==> src/rtl/core_clk_rst_ctrl_if.sv <==
// Board-side control and status bundle of the core clock-enable/reset controller.
// The controller takes the slave view and the board/testbench takes the master view.
interface core_clk_rst_ctrl_if #(
  parameter int DIV_W       = 8,
  parameter int NUM_RST_REQ = 2
);
  logic                   step_n;
  logic                   run_mode;
  logic [DIV_W-1:0]       div_val;
  logic [NUM_RST_REQ-1:0] rst_req;
  logic                   core_rst;
  logic                   core_ce;
  logic                   por_done;
  logic [15:0]            ce_count;

  modport master (
    output step_n, run_mode, div_val, rst_req,
    input  core_rst, core_ce, por_done, ce_count
  );

  modport slave (
    input  step_n, run_mode, div_val, rst_req,
    output core_rst, core_ce, por_done, ce_count
  );
endinterface

==> src/rtl/core_clk_rst_ctrl.sv <==
// Clock-enable and reset controller for the CPU core: power-on timer, stretched reset,
// debounced single-step key, run-mode divider and a committed-cycle counter.
module core_clk_rst_ctrl #(
  parameter int POR_CYCLES      = 33554432,
  parameter int DEBOUNCE_CYCLES = 500000,
  parameter int RST_STRETCH     = 16,
  parameter int NUM_RST_REQ     = 2,
  parameter int DIV_W           = 8
) (
  input  logic                clk50,
  input  logic                rst,
  core_clk_rst_ctrl_if.slave  bus
);

  localparam int POR_W  = $clog2(POR_CYCLES + 1);
  localparam int DEB_W  = $clog2(DEBOUNCE_CYCLES + 1);
  localparam int STR_W  = $clog2(RST_STRETCH + 1);
  localparam int SYNC_W = NUM_RST_REQ + 2;

  localparam logic [POR_W-1:0]  POR_LAST   = POR_W'(POR_CYCLES);
  localparam logic [DEB_W-1:0]  DEB_LAST   = DEB_W'(DEBOUNCE_CYCLES);
  localparam logic [STR_W-1:0]  STR_INIT   = STR_W'(RST_STRETCH);
  // Bit 0 is the step key, which idles released (1); everything else idles low.
  localparam logic [SYNC_W-1:0] SYNC_IDLE  = SYNC_W'(1);

  // Synchroniser layout: [0] step_n, [1] run_mode, [SYNC_W-1:2] rst_req.
  logic [SYNC_W-1:0] sync_meta_q, sync_meta_d;
  logic [SYNC_W-1:0] sync_q, sync_d;

  logic [POR_W-1:0]  por_cnt_q, por_cnt_d;
  logic              por_done_q, por_done_d;
  logic [STR_W-1:0]  stretch_q, stretch_d;
  logic              core_rst_q, core_rst_d;
  logic              deb_q, deb_d;
  logic [DEB_W-1:0]  deb_cnt_q, deb_cnt_d;
  logic              press_q, press_d;
  logic [DIV_W-1:0]  div_cnt_q, div_cnt_d;
  logic              tick_q, tick_d;
  logic              core_ce_q, core_ce_d;
  logic [15:0]       ce_count_q, ce_count_d;

  logic              step_s;
  logic              run_s;
  logic              req_any;
  logic              cause;
  logic [DEB_W-1:0]  deb_inc;

  assign step_s  = sync_q[0];
  assign run_s   = sync_q[1];
  assign req_any = |sync_q[SYNC_W-1:2];
  assign cause   = ~por_done_q | req_any;

  always_comb begin
    // NOTE: every output of this block gets a default first, so no path can leave
    // a value unassigned and infer a latch.
    sync_meta_d = {bus.rst_req, bus.run_mode, bus.step_n};
    sync_d      = sync_meta_q;
    por_cnt_d   = por_cnt_q;
    por_done_d  = por_done_q;
    stretch_d   = stretch_q;
    deb_d       = deb_q;
    deb_cnt_d   = '0;
    deb_inc     = deb_cnt_q + 1'b1;
    div_cnt_d   = '0;
    tick_d      = 1'b0;

    if (!por_done_q) begin
      por_cnt_d = por_cnt_q + 1'b1;
      if (por_cnt_d == POR_LAST) begin
        por_done_d = 1'b1;
      end
    end

    // Any live cause re-arms the full stretch, so release is never early.
    if (cause) begin
      stretch_d = STR_INIT;
    end else if (stretch_q != '0) begin
      stretch_d = stretch_q - 1'b1;
    end
    core_rst_d = cause | (stretch_d != '0);

    if (step_s != deb_q) begin
      if (deb_inc == DEB_LAST) begin
        deb_d = step_s;
      end else begin
        deb_cnt_d = deb_inc;
      end
    end
    // Presses seen in reset or run mode are dropped here rather than queued.
    press_d = deb_q & ~deb_d & ~run_s & ~core_rst_q;

    if (run_s && !core_rst_q) begin
      if (div_cnt_q == bus.div_val) begin
        tick_d = 1'b1;
      end else if (div_cnt_q < bus.div_val) begin
        div_cnt_d = div_cnt_q + 1'b1;
      end
    end

    // Selecting by the current mode cancels a tick or press from the other mode.
    core_ce_d  = ~core_rst_d & (run_s ? tick_q : press_q);
    ce_count_d = core_rst_d ? '0 : ce_count_q + {15'd0, core_ce_d};
  end

  // NOTE: state registers use non-blocking assignments so every flop samples the
  // pre-edge values computed above, independent of statement order.
  always_ff @(posedge clk50 or posedge rst) begin
    if (rst) begin
      sync_meta_q <= SYNC_IDLE;
      sync_q      <= SYNC_IDLE;
      por_cnt_q   <= '0;
      por_done_q  <= 1'b0;
      stretch_q   <= '0;
      core_rst_q  <= 1'b1;
      deb_q       <= 1'b1;
      deb_cnt_q   <= '0;
      press_q     <= 1'b0;
      div_cnt_q   <= '0;
      tick_q      <= 1'b0;
      core_ce_q   <= 1'b0;
      ce_count_q  <= '0;
    end else begin
      sync_meta_q <= sync_meta_d;
      sync_q      <= sync_d;
      por_cnt_q   <= por_cnt_d;
      por_done_q  <= por_done_d;
      stretch_q   <= stretch_d;
      core_rst_q  <= core_rst_d;
      deb_q       <= deb_d;
      deb_cnt_q   <= deb_cnt_d;
      press_q     <= press_d;
      div_cnt_q   <= div_cnt_d;
      tick_q      <= tick_d;
      core_ce_q   <= core_ce_d;
      ce_count_q  <= ce_count_d;
    end
  end

  assign bus.core_rst = core_rst_q;
  assign bus.core_ce  = core_ce_q;
  assign bus.por_done = por_done_q;
  assign bus.ce_count = ce_count_q;

endmodule

==> src/flat_wrapper.sv <==
// flat-port wrapper written by rule: the top's interface ports become plain ports
module core_clk_rst_ctrl_flat 
#(
  parameter int POR_CYCLES      = 33554432,
  parameter int DEBOUNCE_CYCLES = 500000,
  parameter int RST_STRETCH     = 16,
  parameter int NUM_RST_REQ     = 2,
  parameter int DIV_W           = 8
)
  (clk50, rst, bus_step_n, bus_run_mode, bus_div_val, bus_rst_req, bus_core_rst, bus_core_ce, bus_por_done, bus_ce_count);
  core_clk_rst_ctrl_if #(.DIV_W(DIV_W), .NUM_RST_REQ(NUM_RST_REQ)) bus_i ();
  input  logic clk50;
  input  logic rst;
  input wire logic [$bits(bus_i.step_n)-1:0] bus_step_n;
  input wire logic [$bits(bus_i.run_mode)-1:0] bus_run_mode;
  input wire logic [$bits(bus_i.div_val)-1:0] bus_div_val;
  input wire logic [$bits(bus_i.rst_req)-1:0] bus_rst_req;
  output wire logic [$bits(bus_i.core_rst)-1:0] bus_core_rst;
  output wire logic [$bits(bus_i.core_ce)-1:0] bus_core_ce;
  output wire logic [$bits(bus_i.por_done)-1:0] bus_por_done;
  output wire logic [$bits(bus_i.ce_count)-1:0] bus_ce_count;
  assign bus_i.step_n = bus_step_n;
  assign bus_i.run_mode = bus_run_mode;
  assign bus_i.div_val = bus_div_val;
  assign bus_i.rst_req = bus_rst_req;
  assign bus_core_rst = bus_i.core_rst;
  assign bus_core_ce = bus_i.core_ce;
  assign bus_por_done = bus_i.por_done;
  assign bus_ce_count = bus_i.ce_count;
  core_clk_rst_ctrl #(.POR_CYCLES(POR_CYCLES), .DEBOUNCE_CYCLES(DEBOUNCE_CYCLES), .RST_STRETCH(RST_STRETCH), .NUM_RST_REQ(NUM_RST_REQ), .DIV_W(DIV_W)) u_core (.clk50(clk50), .rst(rst), .bus(bus_i));
endmodule
==> config.mk <==
export PLATFORM = sky130hd
export DESIGN_NAME = core_clk_rst_ctrl_flat
export DESIGN_NICKNAME = d
export VERILOG_FILES = /design/src/rtl/core_clk_rst_ctrl_if.sv /design/src/rtl/core_clk_rst_ctrl.sv /design/src/flat_wrapper.sv
export SDC_FILE = /design/constraint.sdc
export NUM_CORES = 1
export LEC_CHECK = 0
export BUFFER_PORTS_ARGS = -buffer_cell sky130_fd_sc_hd__buf_2
export CAP_MARGIN = 10
export CORE_MARGIN = 5
export CORE_UTILIZATION = 55
export CTS_BUF_LIST = sky130_fd_sc_hd__clkbuf_8
export DETAILED_ROUTE_END_ITERATION = 7
export GPL_TIMING_DRIVEN = 1
export MAX_ROUTING_LAYER = met4
export PLACE_DENSITY = 0.76
export SYNTH_ARGS = -nofsm -noshare
export SYNTH_HDL_FRONTEND = slang
export SYNTH_SLANG_ARGS = --single-unit
==> constraint.sdc <==
create_clock -name clk50 -period 4.6 [get_ports clk50]
set_clock_uncertainty 0.05 [all_clocks]
set_input_delay 0.23 -clock clk50 [delete_from_list [all_inputs] [get_ports clk50]]
set_output_delay 0.23 -clock clk50 [all_outputs]
set_load 0.05 [all_outputs]
[After elaboration in Yosys (flattened, before gate mapping)]
Cells that the tools add are included.
Storage, ports and cells
  input port bits: 14
  register bits: 88
Operators by class
  $add $sub $neg: 5
  order comparisons: 1
  eq/ne operators: 4
  reduce and logical (&&, ||, !) cells: 5
  bitwise logic cells: 11
  mux-type cells: 15
Operators by type and width (number)
  19-bit 2-to-1 mux: 2
  26-bit by 1-bit adder with 26-bit output, second input constant: 1
  26-bit == test, second input constant: 1
  8-bit 2-to-1 mux: 3
  19-bit by 1-bit adder with 19-bit output, second input constant: 1
  19-bit == test, second input constant: 1
  16-bit by 1-bit adder with 16-bit output: 1
  16-bit 2-to-1 mux: 1
  5-bit 2-to-1 mux: 2
  5-bit nonzero test: 2
  8-bit by 1-bit adder with 8-bit output, second input constant: 1
  8-bit == test: 1
  8-bit less-than comparator: 1
  1-bit 2-to-1 mux: 7
  1-bit NOT: 5
  5-bit by 1-bit subtractor with 5-bit output, second input constant: 1
  1-bit AND: 4
  1-bit bitwise OR: 2
  2-bit OR reduction: 1
  1-bit logical AND: 1
  1-bit zero test: 1
  1-bit inequality test: 1

[Logic depth before layout (Yosys ltp)]
  depth in word-level cells: 9
  gate-level depth with buffers: 15

[Worst setup path before layout]
OpenSTA, ideal clock, no wires.
  kind: reg-to-reg
  start point: reg u_core.stretch_q[0]
  end point: reg u_core.ce_count_q[13], in the netlist u_core.bus.ce_count[13]
  required time: 4.418 ns
  period minus slack after synthesis: 3.244 ns
  buffers on the path: 2
  arrival: 3.062 ns
  cell stages (with the launch flop): 16
  path slack: 1.356 ns
  setup time: 0.132 ns
  path through: dfrtp_1 > inv_1 > ha_1 > nand3b_1 > xnor2_1 > o311ai_0 > or4_1 > clkbuf_1 > clkbuf_1 > nor2_1 > ha_1 > nand3_1 > nor3_1 > nand3_1 > xor2_1 > nor2_1
On the way
  word-level cells in the longest chain between the ends: 9
  elaborated cells between the ends (all ways): 10
RTL lines
  from (decl): RTL line core_clk_rst_ctrl.sv:32  | logic [STR_W-1:0] stretch_q, stretch_d;
  from (signal assigned): RTL line core_clk_rst_ctrl.sv:127  | stretch_q <= stretch_d;
  5-bit by 1-bit subtractor with 5-bit output / 5-bit nonzero test (equally long branches): RTL line core_clk_rst_ctrl.sv:78, core_clk_rst_ctrl.sv:77
  5-bit 2-to-1 mux *: RTL line core_clk_rst_ctrl.sv:77  | end else if (stretch_q != '0) begin
  5-bit 2-to-1 mux *: RTL line core_clk_rst_ctrl.sv:75  | if (cause) begin
  5-bit nonzero test *: RTL line core_clk_rst_ctrl.sv:80  | core_rst_d = cause | (stretch_d != '0);
  1-bit bitwise OR *: RTL line core_clk_rst_ctrl.sv:80
  via u_core.core_rst_d: RTL line core_clk_rst_ctrl.sv:33  | logic core_rst_q, core_rst_d;
  1-bit NOT *: RTL line core_clk_rst_ctrl.sv:101  | core_ce_d = ~core_rst_d & (run_s ? tick_q : press_q);
  1-bit AND *: RTL line core_clk_rst_ctrl.sv:101
  via u_core.core_ce_d: RTL line core_clk_rst_ctrl.sv:39  | logic core_ce_q, core_ce_d;
  16-bit by 1-bit adder with 16-bit output *: RTL line core_clk_rst_ctrl.sv:102  | ce_count_d = core_rst_d ? '0 : ce_count_q + {15'd0, core_ce_d};
  16-bit 2-to-1 mux *: RTL line core_clk_rst_ctrl.sv:102
  via u_core.ce_count_d[13]: RTL line core_clk_rst_ctrl.sv:40  | logic [15:0] ce_count_q, ce_count_d;
  to (signal assigned): RTL line core_clk_rst_ctrl.sv:135  | ce_count_q <= ce_count_d;
  to (decl): RTL line core_clk_rst_ctrl.sv:40
Mark *: on every way through the listed nets, which the timed path passes. The rest lies on a longest branch.
A chain may end at the register's enable or synchronous reset.

[Final worst setup path]
  start point: reg u_core.stretch_q[1]
  end point: reg u_core.ce_count_q[15], in the netlist u_core.bus.ce_count[15]
On the way
  word-level cells in the longest chain between the ends: 9
  elaborated cells between the ends (all ways): 10
RTL lines (RTL line)
  5-bit by 1-bit subtractor with 5-bit output / 5-bit nonzero test (equally long branches): core_clk_rst_ctrl.sv:78, core_clk_rst_ctrl.sv:77
  5-bit 2-to-1 mux *: core_clk_rst_ctrl.sv:77
  5-bit 2-to-1 mux *: core_clk_rst_ctrl.sv:75
  5-bit nonzero test *: core_clk_rst_ctrl.sv:80
  1-bit bitwise OR *: core_clk_rst_ctrl.sv:80
  1-bit NOT *: core_clk_rst_ctrl.sv:101
  1-bit AND *: core_clk_rst_ctrl.sv:101
  via u_core.core_ce_d: core_clk_rst_ctrl.sv:39
  16-bit by 1-bit adder with 16-bit output *: core_clk_rst_ctrl.sv:102
  16-bit 2-to-1 mux *: core_clk_rst_ctrl.sv:102
  via u_core.ce_count_d[15]: core_clk_rst_ctrl.sv:40
Marks and branches as above.

==> flow_summary.toml <==
[clock_tree]
post-cts-setup-buffers = 0
htree_levels = 3
hold_buffers = 5
clkTransAtPathRegs_ns = 0.09
cts_tree = "done"
worstSkewPairLatency_ns = 0.36
cts_resized = 0
cts_buffers = 9
cts.sink_count = 88
clk_path_buf_depth = 2
cts-root-buf = "clkbuf_8"

[timing]
worstMarginPinSlew_ns = 0.909
rsz0062_at_grt = "no"
fin_crit_sh_pct = 77.8
hold_violations = 0
drv_slew = 0
fin_crit_ns = 3.58
setup_tns_ns = 0
fmax_mhz = 280
setup_violations = 0
maxSlewHeadroom_pct = 39.4

[route]
viasPerCell = 5.68
wl_met3_um = 447
post_drt_wl_per_cell_um = 14.0
met2_wirelength_um = 4280
drc = 0
top_layer_used = "met4"
met1_length_um = 4080
vias = 3627
ant_nets = 0
drt_iter0_markers = 153
wirelength_um = 8940
first_pass_iters = 4

[global_routing]
grt_max_degree = 77
overflow = 0
grt_pass1_wl_um = 15700
globalRouteTotalUtil_pct = 19.1
antenna_found_initial = 0
first_global_vias = 3560

[worst_setup_path]
cp.required_ns = 4.78
worstSetupPathType = "flip-flop to flip-flop"
startpoint_type = "flip-flop"
crit_arrival_ns = 3.76
crit_path_start = "u_core.stretch_q[1]"
cp-end-kind = "flip-flop"
critPathMaxFanout = 18
r2r-start = "u_core.stretch_q[1]"

[finish]
finalInstanceArea_um2 = 5210
multi_input_area_um2 = 2360
area.growth.synth_to_final_pct = 10.3
final_nets = 557
antenna_cells = 0
drive_above_1_share_pct = 11.2
fill_cells = 703
seq_area_um2 = 2210

[synthesis]
synth_edf_count = 0
seq_area_frac_synth_pct = 46.8
syn_area_um2 = 4720
ys_types = 51
synth_seq_cells = 88
synth_top_cell_area_share_pct = 44.5
netlist_top_cells_count = "dfrtp_1 (84), nor2_1 (75), nand3_1 (38), xnor2_1 (38), nand2_1 (36)"
synth_top_area_cell = "dfrtp_1"
yosysWarnings = 0
synth.most_common_cell = "dfrtp_1"
synth.net_count = 529
ys_top_cells_by_area = "dfrtp_1 (45%), xnor2_1 (7.1%), nor2_1 (6.0%), xor2_1 (5.6%), nand3_1 (4.0%)"
synth_cells = 501
synthFlopType = "dfrtp_1"
syn_area_per_cell_um2 = 9.42
synthArstFlopShare_pct = 100

[placed_design]
hpwlAfterDp_um = 6370
placed_area_um2 = 4940
place_congestion = 0.887
io_buffer_count = 32

[power_and_ir_drop]
p_per_area_nw_per_um2 = 271
p_leak_nw = 2.26
power_mw = 1.41
ir_drop_v = 0.000170

[die]
rows = 33
coreArea_um2 = 8300
die_w_um = 103
dieHeight_um = 103
top_level_ports = 33
start_util_pct = 56.9
die-area_um2 = 10500

[status]
outcome = "complete, no violations"

[hold_path]
hold_path_class = "primary input to async pin"

[job]
maxCapViolCount = 0
[final cells by class]
cell class | count | share of cell area [%]
Multi-Input combinational cell | 374 | 45.4
Inverter | 18 | 1.32
Sequential cell | 88 | 42.4
Clock buffer | 9 | 2.38
Timing Repair Buffer | 38 | 4.18
Clock inverter | 7 | 1.85
Tap cell | 105 | 2.52
[critical path, cell delays in order (launching register included)]
cell,delay (ns)
dfrtp_1,0.42
inv_1,0.09
ha_1,0.25
nand3b_1,0.18
xnor2_1,0.22
o311ai_0,0.16
or4_1,0.72
nor2_1,0.29
ha_1,0.29
nand3_1,0.10
nor3_1,0.32
nand3_1,0.15
xor2_1,0.15
nor2_1,0.05
[metrics by stage]
step           std cells  util [%]  setup slack, ns  hold WS (ns)
2_1_floorplan        501         -             1.36         0.184
6_report             639      62.7             1.02         0.261
3_3_place_gp         618      59.5             1.24        0.0967
5_1_grt              639      62.7            0.613         0.279
4_1_cts              639      62.7             1.00         0.251
3_5_place_dp         618      59.5             1.02         0.104
[metal layers]
metal,global-route usage (%),vias to the layer above
li1,-,1794
met1,23.6,1749
met2,30.9,70
met3,4.74,14
met4,6.05,0
met5,-,-
[final timing paths]
kind / depth (start not counted) / slack, ns / end
worst min register to register: 0 / 0.30 / u_core.sync_q[1]
worst min-delay path: 3 / 0.26 / u_core.deb_cnt_q[11]
max in group asynchronous: 4 / 3.07 / u_core.deb_cnt_q[17]
min in group clk50: 4 / 0.28 / u_core.tick_q
worst max register to register: 13 / 1.02 / u_core.bus.ce_count[15]
worst max-delay path: 13 / 1.02 / u_core.bus.ce_count[15]
[power breakdown]
part / switching (mW) / total [mW] / internal, mW
clock: 0.277 / 0.583 / 0.307
sequential: 0.00520 / 0.785 / 0.779
combinational: 0.0264 / 0.0407 / 0.0142
[state kept, by name, summed over array words and instances, names as in the netlist]
register and cells:
u_core.bus.ce_count 16, u_core.sync_q 4, u_core.tick_q 1, u_core.por_cnt_q 26
u_core.deb_cnt_q 19, u_core.bus.por_done 1, u_core.div_cnt_q 8, u_core.stretch_q 5
u_core.bus.core_ce 1, u_core.deb_q 1, u_core.bus.core_rst 1, u_core.press_q 1
u_core.sync_d 4
[logic make-up after synthesis]
logic type	count (synthesis)	share of synthesized area, %
AO/OA/AOI/OAI	50	7.37
XOR/XNOR	68	12.6
adder cells (fa/ha/maj)	14	3.71
buffers and inverters	39	3.18
flip-flops	88	46.8
multiplexers	4	0.928
AND/OR/NAND/NOR	238	25.4
[layout by cell type (no fill, tap or decap), types with 3 or more instances in the layout]
master and count:
a21oi_1 13, and3_1 13, and4_1 5, clkinv_4 3
ha_1 14, nand3_1 38, nand3b_1 3, or4_1 3
xor2_1 30, clkinv_2 3, inv_1 17, dlygate4sd3_1 5
dfrtp_1 84, o211ai_1 4, o31ai_1 3, nor3_1 12
nor4_1 11, a31oi_1 5, nand2_1 36, clkbuf_8 9
o21ai_0 5, xnor2_1 38, buf_2 32, nor3b_1 3
nand2b_1 7, nand4_1 15, and2_1 4, dfstp_2 4
nor2b_1 4, or3_1 3, nor2_1 75
No activity file was read; power rests on OpenSTA's default activity.
